==> config.mk <==
export PLATFORM = sky130hd
export DESIGN_NAME = led_pattern_gen
export DESIGN_NICKNAME = d
export VERILOG_FILES = /design/src/rtl/led_pattern_gen.sv
export SDC_FILE = /design/constraint.sdc
export NUM_CORES = 1
export LEC_CHECK = 0
export CAP_MARGIN = 5
export CORE_ASPECT_RATIO = 1.25
export CORE_MARGIN = 2
export CORE_UTILIZATION = 52
export DETAILED_ROUTE_END_ITERATION = 7
export HOLD_SLACK_MARGIN = 0.15
export PLACE_DENSITY = 0.75
export SYNTH_ARGS = -nofsm -noshare
export SYNTH_HDL_FRONTEND = slang
export SYNTH_SLANG_ARGS = --single-unit
==> constraint.sdc <==
create_clock -name clk -period 1.9 [get_ports clk]
set_clock_uncertainty 0.2 [all_clocks]
set_input_delay 0.38 -clock clk [delete_from_list [all_inputs] [get_ports clk]]
set_output_delay 0.38 -clock clk [all_outputs]
set_load 0.01 [all_outputs]
==> src/rtl/led_pattern_gen.sv <==
// Animated LED pattern driver (static, blink, binary count, bouncing scan) stepped by a prescaler.
// Optional PWM dimming is enabled by defining LED_PWM_EN.
module led_pattern_gen #(
    parameter int NLEDS    = 8,
    parameter int CLK_HZ   = 12_000_000,
    parameter int STEP_HZ  = 10,
    parameter int PWM_BITS = 4
) (
    input  logic                clk,
    input  logic                rstn,
    input  logic [1:0]          mode,
    input  logic [PWM_BITS-1:0] brightness,
    output logic [NLEDS-1:0]    leds,
    output logic                step
);
    localparam int DIV = CLK_HZ / STEP_HZ;
    localparam int PW  = (DIV > 2) ? $clog2(DIV) : 1;
    localparam logic [PW-1:0] LAST = PW'(DIV - 1);

    typedef enum logic [1:0] {ALL_ON = 2'b00, BLINK = 2'b01, COUNT = 2'b10, SCAN = 2'b11} mode_t;
    typedef enum logic {LEFT = 1'b0, RIGHT = 1'b1} dir_t;

    logic [PW-1:0]    presc;
    logic [NLEDS-1:0] pat, seed, shl, shr, en;
    mode_t            mode_q;
    dir_t             dir;
    logic             init, tick, reload;

    assign tick   = (presc == LAST);
    // init forces a seed load on the first cycle after reset, even when mode matches mode_q
    assign reload = init | (mode_t'(mode) != mode_q);
    assign shl    = pat << 1;
    assign shr    = pat >> 1;

    always_comb begin
        seed = '1;
        case (mode_t'(mode))
            COUNT:   seed = '0;
            SCAN:    seed = NLEDS'(1);
            default: seed = '1;
        endcase
    end

`ifdef LED_PWM_EN
    logic [PWM_BITS-1:0] pwm_cnt;

    always_ff @(posedge clk or negedge rstn) begin
        if (!rstn) pwm_cnt <= '0;
        else       pwm_cnt <= pwm_cnt + PWM_BITS'(1);
    end

    // full-scale brightness must be steady on, which pwm_cnt < brightness alone cannot give
    assign en = (&brightness) ? '1 : {NLEDS{pwm_cnt < brightness}};
`else
    logic unused_brightness;
    assign unused_brightness = ^brightness;
    assign en = '1;
`endif

    always_ff @(posedge clk or negedge rstn) begin
        if (!rstn) begin
            presc  <= '0;
            pat    <= '0;
            dir    <= LEFT;
            mode_q <= ALL_ON;
            init   <= 1'b1;
            step   <= 1'b0;
        end else begin
            mode_q <= mode_t'(mode);
            init   <= 1'b0;
            if (reload) begin
                presc <= '0;
                pat   <= seed;
                dir   <= LEFT;
                step  <= 1'b0;
            end else begin
                step  <= tick;
                presc <= tick ? '0 : presc + PW'(1);
                if (tick) begin
                    case (mode_q)
                        BLINK: pat <= ~pat;
                        COUNT: pat <= pat + NLEDS'(1);
                        SCAN: begin
                            if (dir == LEFT) begin
                                pat <= shl;
                                if (shl[NLEDS-1]) dir <= RIGHT;
                            end else begin
                                pat <= shr;
                                if (shr[0]) dir <= LEFT;
                            end
                        end
                        default: ;
                    endcase
                end
            end
        end
    end

    always_ff @(posedge clk or negedge rstn) begin
        if (!rstn) leds <= '0;
        else       leds <= pat & en;
    end
endmodule

Word level (Yosys, flattened, before mapping)
Index checks and enable logic that the tools add are counted.

operators by class
  $add $sub $neg = 2
  eq/ne operators = 7
  muxes and demuxes = 14
  bitwise logic cells = 2
  reduce and logical (&&, ||, !) cells = 5

operator list
  cell                                            number
  2-to-1 mux 21 bit                               2
  2-to-1 mux 8 bit                                3
  one-hot mux 8 bit (3 select lines)              1
  adder 21 x 1 -> 21 bit (second input constant)  1
  == test 21 bit (second input constant)          1
  one-hot mux 8 bit (2 select lines)              1
  adder 8 x 1 -> 8 bit (second input constant)    1
  == test 2 bit (second input constant)           4
  inverter 8 bit                                  1
  2-to-1 mux 1 bit                                7
  AND reduction 2 bit                             2
  nonzero test 2 bit                              2
  nonzero test 4 bit                              1
  == test 2 x 1 -> 1 bit (second input constant)  1
  inequality test 2 bit                           1
  bitwise OR 1 bit                                1

word-level totals
  flip-flop bits (word level) = 42
  input bits = 8
  output and inout port bits = 9

Longest topological paths before layout
Gate-level depths: netlist of the first run.

  word-level depth = 5
  mapped depth = 9
  depth with buffers taken out = 6

Least setup slack after synthesis of the first run
Ideal clock, no wire load.

  kind = register to register
  from = register presc[0]
  to = register pat[0]
  library setup time = 0.124 ns
  arrival = 1.701 ns
  data required time = 1.576 ns
  setup slack = -0.125 ns
  cell stages (with the launch flop) = 7
  buffers on the path = 0
  path through = dfrtp_1 ha_1 and4_1 nand4_1 nor3_4 a21boi_2 o31a_1

on the way
  cells in the longest elaborated chain, start to end = 3

RTL lines
  what                           RTL line  source
  from (decl)                    23        logic [PW-1:0] presc;
  from (signal assigned)         78        presc <= tick ? '0 : presc + PW'(1);
  == test 21 bit                 29        assign tick = (presc == LAST);
  nonzero test 2 bit (no line)   -
  AND reduction 2 bit (no line)  -
  to (signal assigned)           81        BLINK: pat <= ~pat;
  to (signal assigned)           82        COUNT: pat <= pat + NLEDS'(1);
  to (signal assigned)           85        pat <= shl;
  to (decl)                      24        logic [NLEDS-1:0] pat, seed, shl, shr, en;

No other way between the ends.
A chain may end at the register's enable or synchronous reset.

Worst setup path after layout of the first run
  from = register presc[15]
  to = register pat[0]

Same word-level chain as after synthesis.

==> impl_metrics.env, run 1 <==
export IMPL_outcome="complete, but fails checks"
export IMPL_violations="negative setup slack"
export IMPL_powerDensity_nw_per_um2=635
export IMPL_r2r_end="pat[0]$_DFFE_PN0P_"
export IMPL_slowest_stage="dfrtp_1"
export IMPL_drc_errors=0
export IMPL_maxSlewViolCount=0
export IMPL_cp_top_family="simple AND/OR/NAND/NOR gates"
export IMPL_drv_cap=0
export IMPL_rrSetupSlack_ps=-120
export IMPL_synth_edf_count=0
export IMPL_crit_buf_inv=1
export IMPL_antennaDiodeCount=0
export IMPL_synth_most_common_cell="dfrtp_1"
export IMPL_cts_tree="yes"
export IMPL_io_buffer_count=12
export IMPL_syn2layout_area_growth_pct=30.6
export IMPL_syn_inst=215
export IMPL_timing_hold_ws_ps=210
export IMPL_yosysTopAreaCell="dfrtp_1"
export IMPL_r2r_start="presc[15]$_DFF_PN0_"
export IMPL_power_leakage_nw=1.18
export IMPL_top_usage_layer="met2"
export IMPL_met3_usage_pct=3.90
export IMPL_drive_above_1_share_pct=29.0
export IMPL_antenna_found_initial=0
export IMPL_r2r_cells=6
export IMPL_fillCellCount=315
export IMPL_setup_viol=29
export IMPL_stdcell_count=328
export IMPL_crit_fanout=4
export IMPL_fin_ws_ps=-123
export IMPL_synth_nets=225
export IMPL_grt_ovfl_total=0
export IMPL_cp_end_kind="flop"
export IMPL_holdPathStages=1
export IMPL_design_area_um2=2840
export IMPL_hold_start="mode[1]"
export IMPL_gp_congestion=0.831
export IMPL_cts_sinks=42
export IMPL_period_share_pct=106
export IMPL_yosys_top_cells_area="dfrtp_1, xnor2_1, mux2i_1"
export IMPL_first_pass_iters=4
export IMPL_grt_pass1_vias=1699
export IMPL_num_vias=1797
export IMPL_avgRoutedWirePerCell_um=14.4
export IMPL_worstPathCellList="nor4b_2, nand4_1, nor3_4, buf_4, a21boi_2, o31a_1"
export IMPL_gr_usage_met1_pct=26.5
export IMPL_synth_seq_cells=42
export IMPL_cts_clk_slew_worst_paths_ps=80
export IMPL_netlist_top_cells_count="dfrtp_1, nor2_1, xnor2_1, nand2_1, nand3_1"
export IMPL_fp_row_count=26
export IMPL_cts_htree_levels=2
export IMPL_avgSynthCellArea_um2=10.1
export IMPL_avgViaCountPerCell=5.48
export IMPL_max_freq_ghz=0.494
export IMPL_cts_root_buf="clkbuf_8"
export IMPL_cp_arrival_ps=2000
export IMPL_synth_top_cell_area_share_pct=47.2
export IMPL_grt_max_degree=26
export IMPL_dp_hpwl_um=3230
export IMPL_finalHoldViolations=0
export IMPL_ys_seq_area_share_pct=48.4
export IMPL_netlist_area_um2=2170
export IMPL_min_to="mode_q[1]$_DFF_PN0_"
export IMPL_rsz0062_at_grt="yes"
export IMPL_numCtsBuffers=5
export IMPL_worstPathRequired_ps=1870
export IMPL_grt_pass1_wl_um=7640
export IMPL_startpoint_type="flop"
export IMPL_yosys_warnings=0
export IMPL_cp_slowest_stage_delay_ps=390
export IMPL_grt_usage_pct=21.0
export IMPL_ir_drop_uv=448
export IMPL_crit_type="flop to flop"
export IMPL_synth_distinct_cells=48
export IMPL_io_pins=17
export IMPL_clk_latency_ps=290
export IMPL_dpl_cell_area_um2=2650
export IMPL_antenna_left=0
export IMPL_drt_initial_drc_count=147
export IMPL_dp_cells=313
export IMPL_period_needed_ps=2020
export IMPL_max_clock_path_buffers=2
export IMPL_die_area_um2=4720
export IMPL_ys_flop_type="dfrtp_1"
export IMPL_min_path_type="input port to flop"
export IMPL_layout_nets=281
export IMPL_dieWidth_um=61.8
export IMPL_start_util_pct=53.5
export IMPL_routed_wl_um=4740
export IMPL_die_h_um=76.3
export IMPL_async_reset_ff_share_pct=100
export IMPL_coreArea_um2=4070
export IMPL_globalRouteMet2Util_pct=35.8
what timing repair did:
item / 4_1_cts / 5_1_grt
endpoints found under the hold margin: 17 / 0
gates resized for setup: 4 / 8
gates cloned: 0 / 2
endpoints found under the setup margin: 29 / 29
hold buffers: 1 / 0
pin swaps: 16 / 2
setup buffers: 3 / 1
logic make-up after synthesis:
family                   count (synthesis)  synth area share, %
multiplexers                            14                 6.62
AND/OR/NAND/NOR                         90                 22.6
adder cells (fa/ha/maj)                  2                 1.15
XOR/XNOR                                21                 8.46
buffers and inverters                   15                 3.62
other                                    1                0.172
AO/OA/AOI/OAI                           30                 8.98
flip-flops                              42                 48.4
metrics by stage:
stage	worst slack (ps)	util (%)	TNS, ps	power [mW]
2_1_floorplan	-72.9	-	-1020	1.10
3_3_place_gp	-373	65.0	-9100	1.22
3_5_place_dp	-393	65.0	-9540	1.22
4_1_cts	-43.2	68.4	-195	1.81
5_1_grt	-171	69.8	-2770	1.90
6_report	-123	69.8	-1670	1.80
metal layers:
layer	up-vias	part of all wire, %	wire length, µm
li1	870	-	-
met1	882	43	2040
met2	37	53	2490
met3	8	2.7	130
met4	0	1.6	77
met5	-	0	0
power by group:
group	switching [mW]	total (mW)	internal (mW)
clock network	0.292	0.585	0.293
logic	0.138	0.263	0.125
registers	0.0243	0.955	0.930
total	0.454	1.80	1.35
worst max-delay path by stage:
stage,slack (ps),from,endpoint,cells after the start
after CTS,-40,presc[15]$_DFF_PN0_,pat[0]$_DFFE_PN0P_,5
after detailed placement,-390,mode[1],pat[2]$_DFFE_PN0P_,7
after global routing,-170,presc[0]$_DFF_PN0_,pat[0]$_DFFE_PN0P_,7
after floorplan,-70,presc[0]$_DFF_PN0_,presc[14]$_DFF_PN0_,9
after global placement,-370,mode[1],pat[0]$_DFFE_PN0P_,7
final,-120,presc[15]$_DFF_PN0_,pat[0]$_DFFE_PN0P_,6
sequential cells by signal, indices dropped and copies added (netlist names):
register	count
presc	21
step	1
leds	8
dir	1
mode_q	2
pat	8
init	1
final cells by class:
class | instances | area (µm²) | area share [%]
Clock buffer | 7 | 86.3 | 3.04
Clock inverter | 1 | 5.00 | 0.176
Inverter | 3 | 11.3 | 0.397
Multi-Input combinational cell | 160 | 1130 | 39.8
Sequential cell | 42 | 1050 | 37.1
Tap cell | 56 | 70.1 | 2.47
Timing Repair Buffer | 59 | 485 | 17.1
layout by cell type, fill, tap and decap left out, drive strengths merged, types with 4 or more instances in the layout:
cell type	n
clkbuf	7
clkdlybuf4s50	10
nand4	4
buf	47
nor4	4
and4	4
nand3	12
nor2	27
and3	5
o21ai	11
mux2i	11
nand2	13
nand2b	5
a21oi	4
nor3	5
xor2	8
xnor2	13
dfrtp	41
No activity file was read; power rests on OpenSTA's default activity.
==> run 2: changes to the inputs <==
Settings changed: CTS_CLUSTER_DIAMETER set to 120.
==> results of run 2 <==
No change in the layout: final DEF, timing and power equal those of run 1.
==> run 3: changes to the inputs <==
Settings changed: ABC_CLOCK_PERIOD_IN_PS set to 1900.
==> results of run 3 <==
No change in the layout: final DEF, timing and power equal those of run 1.
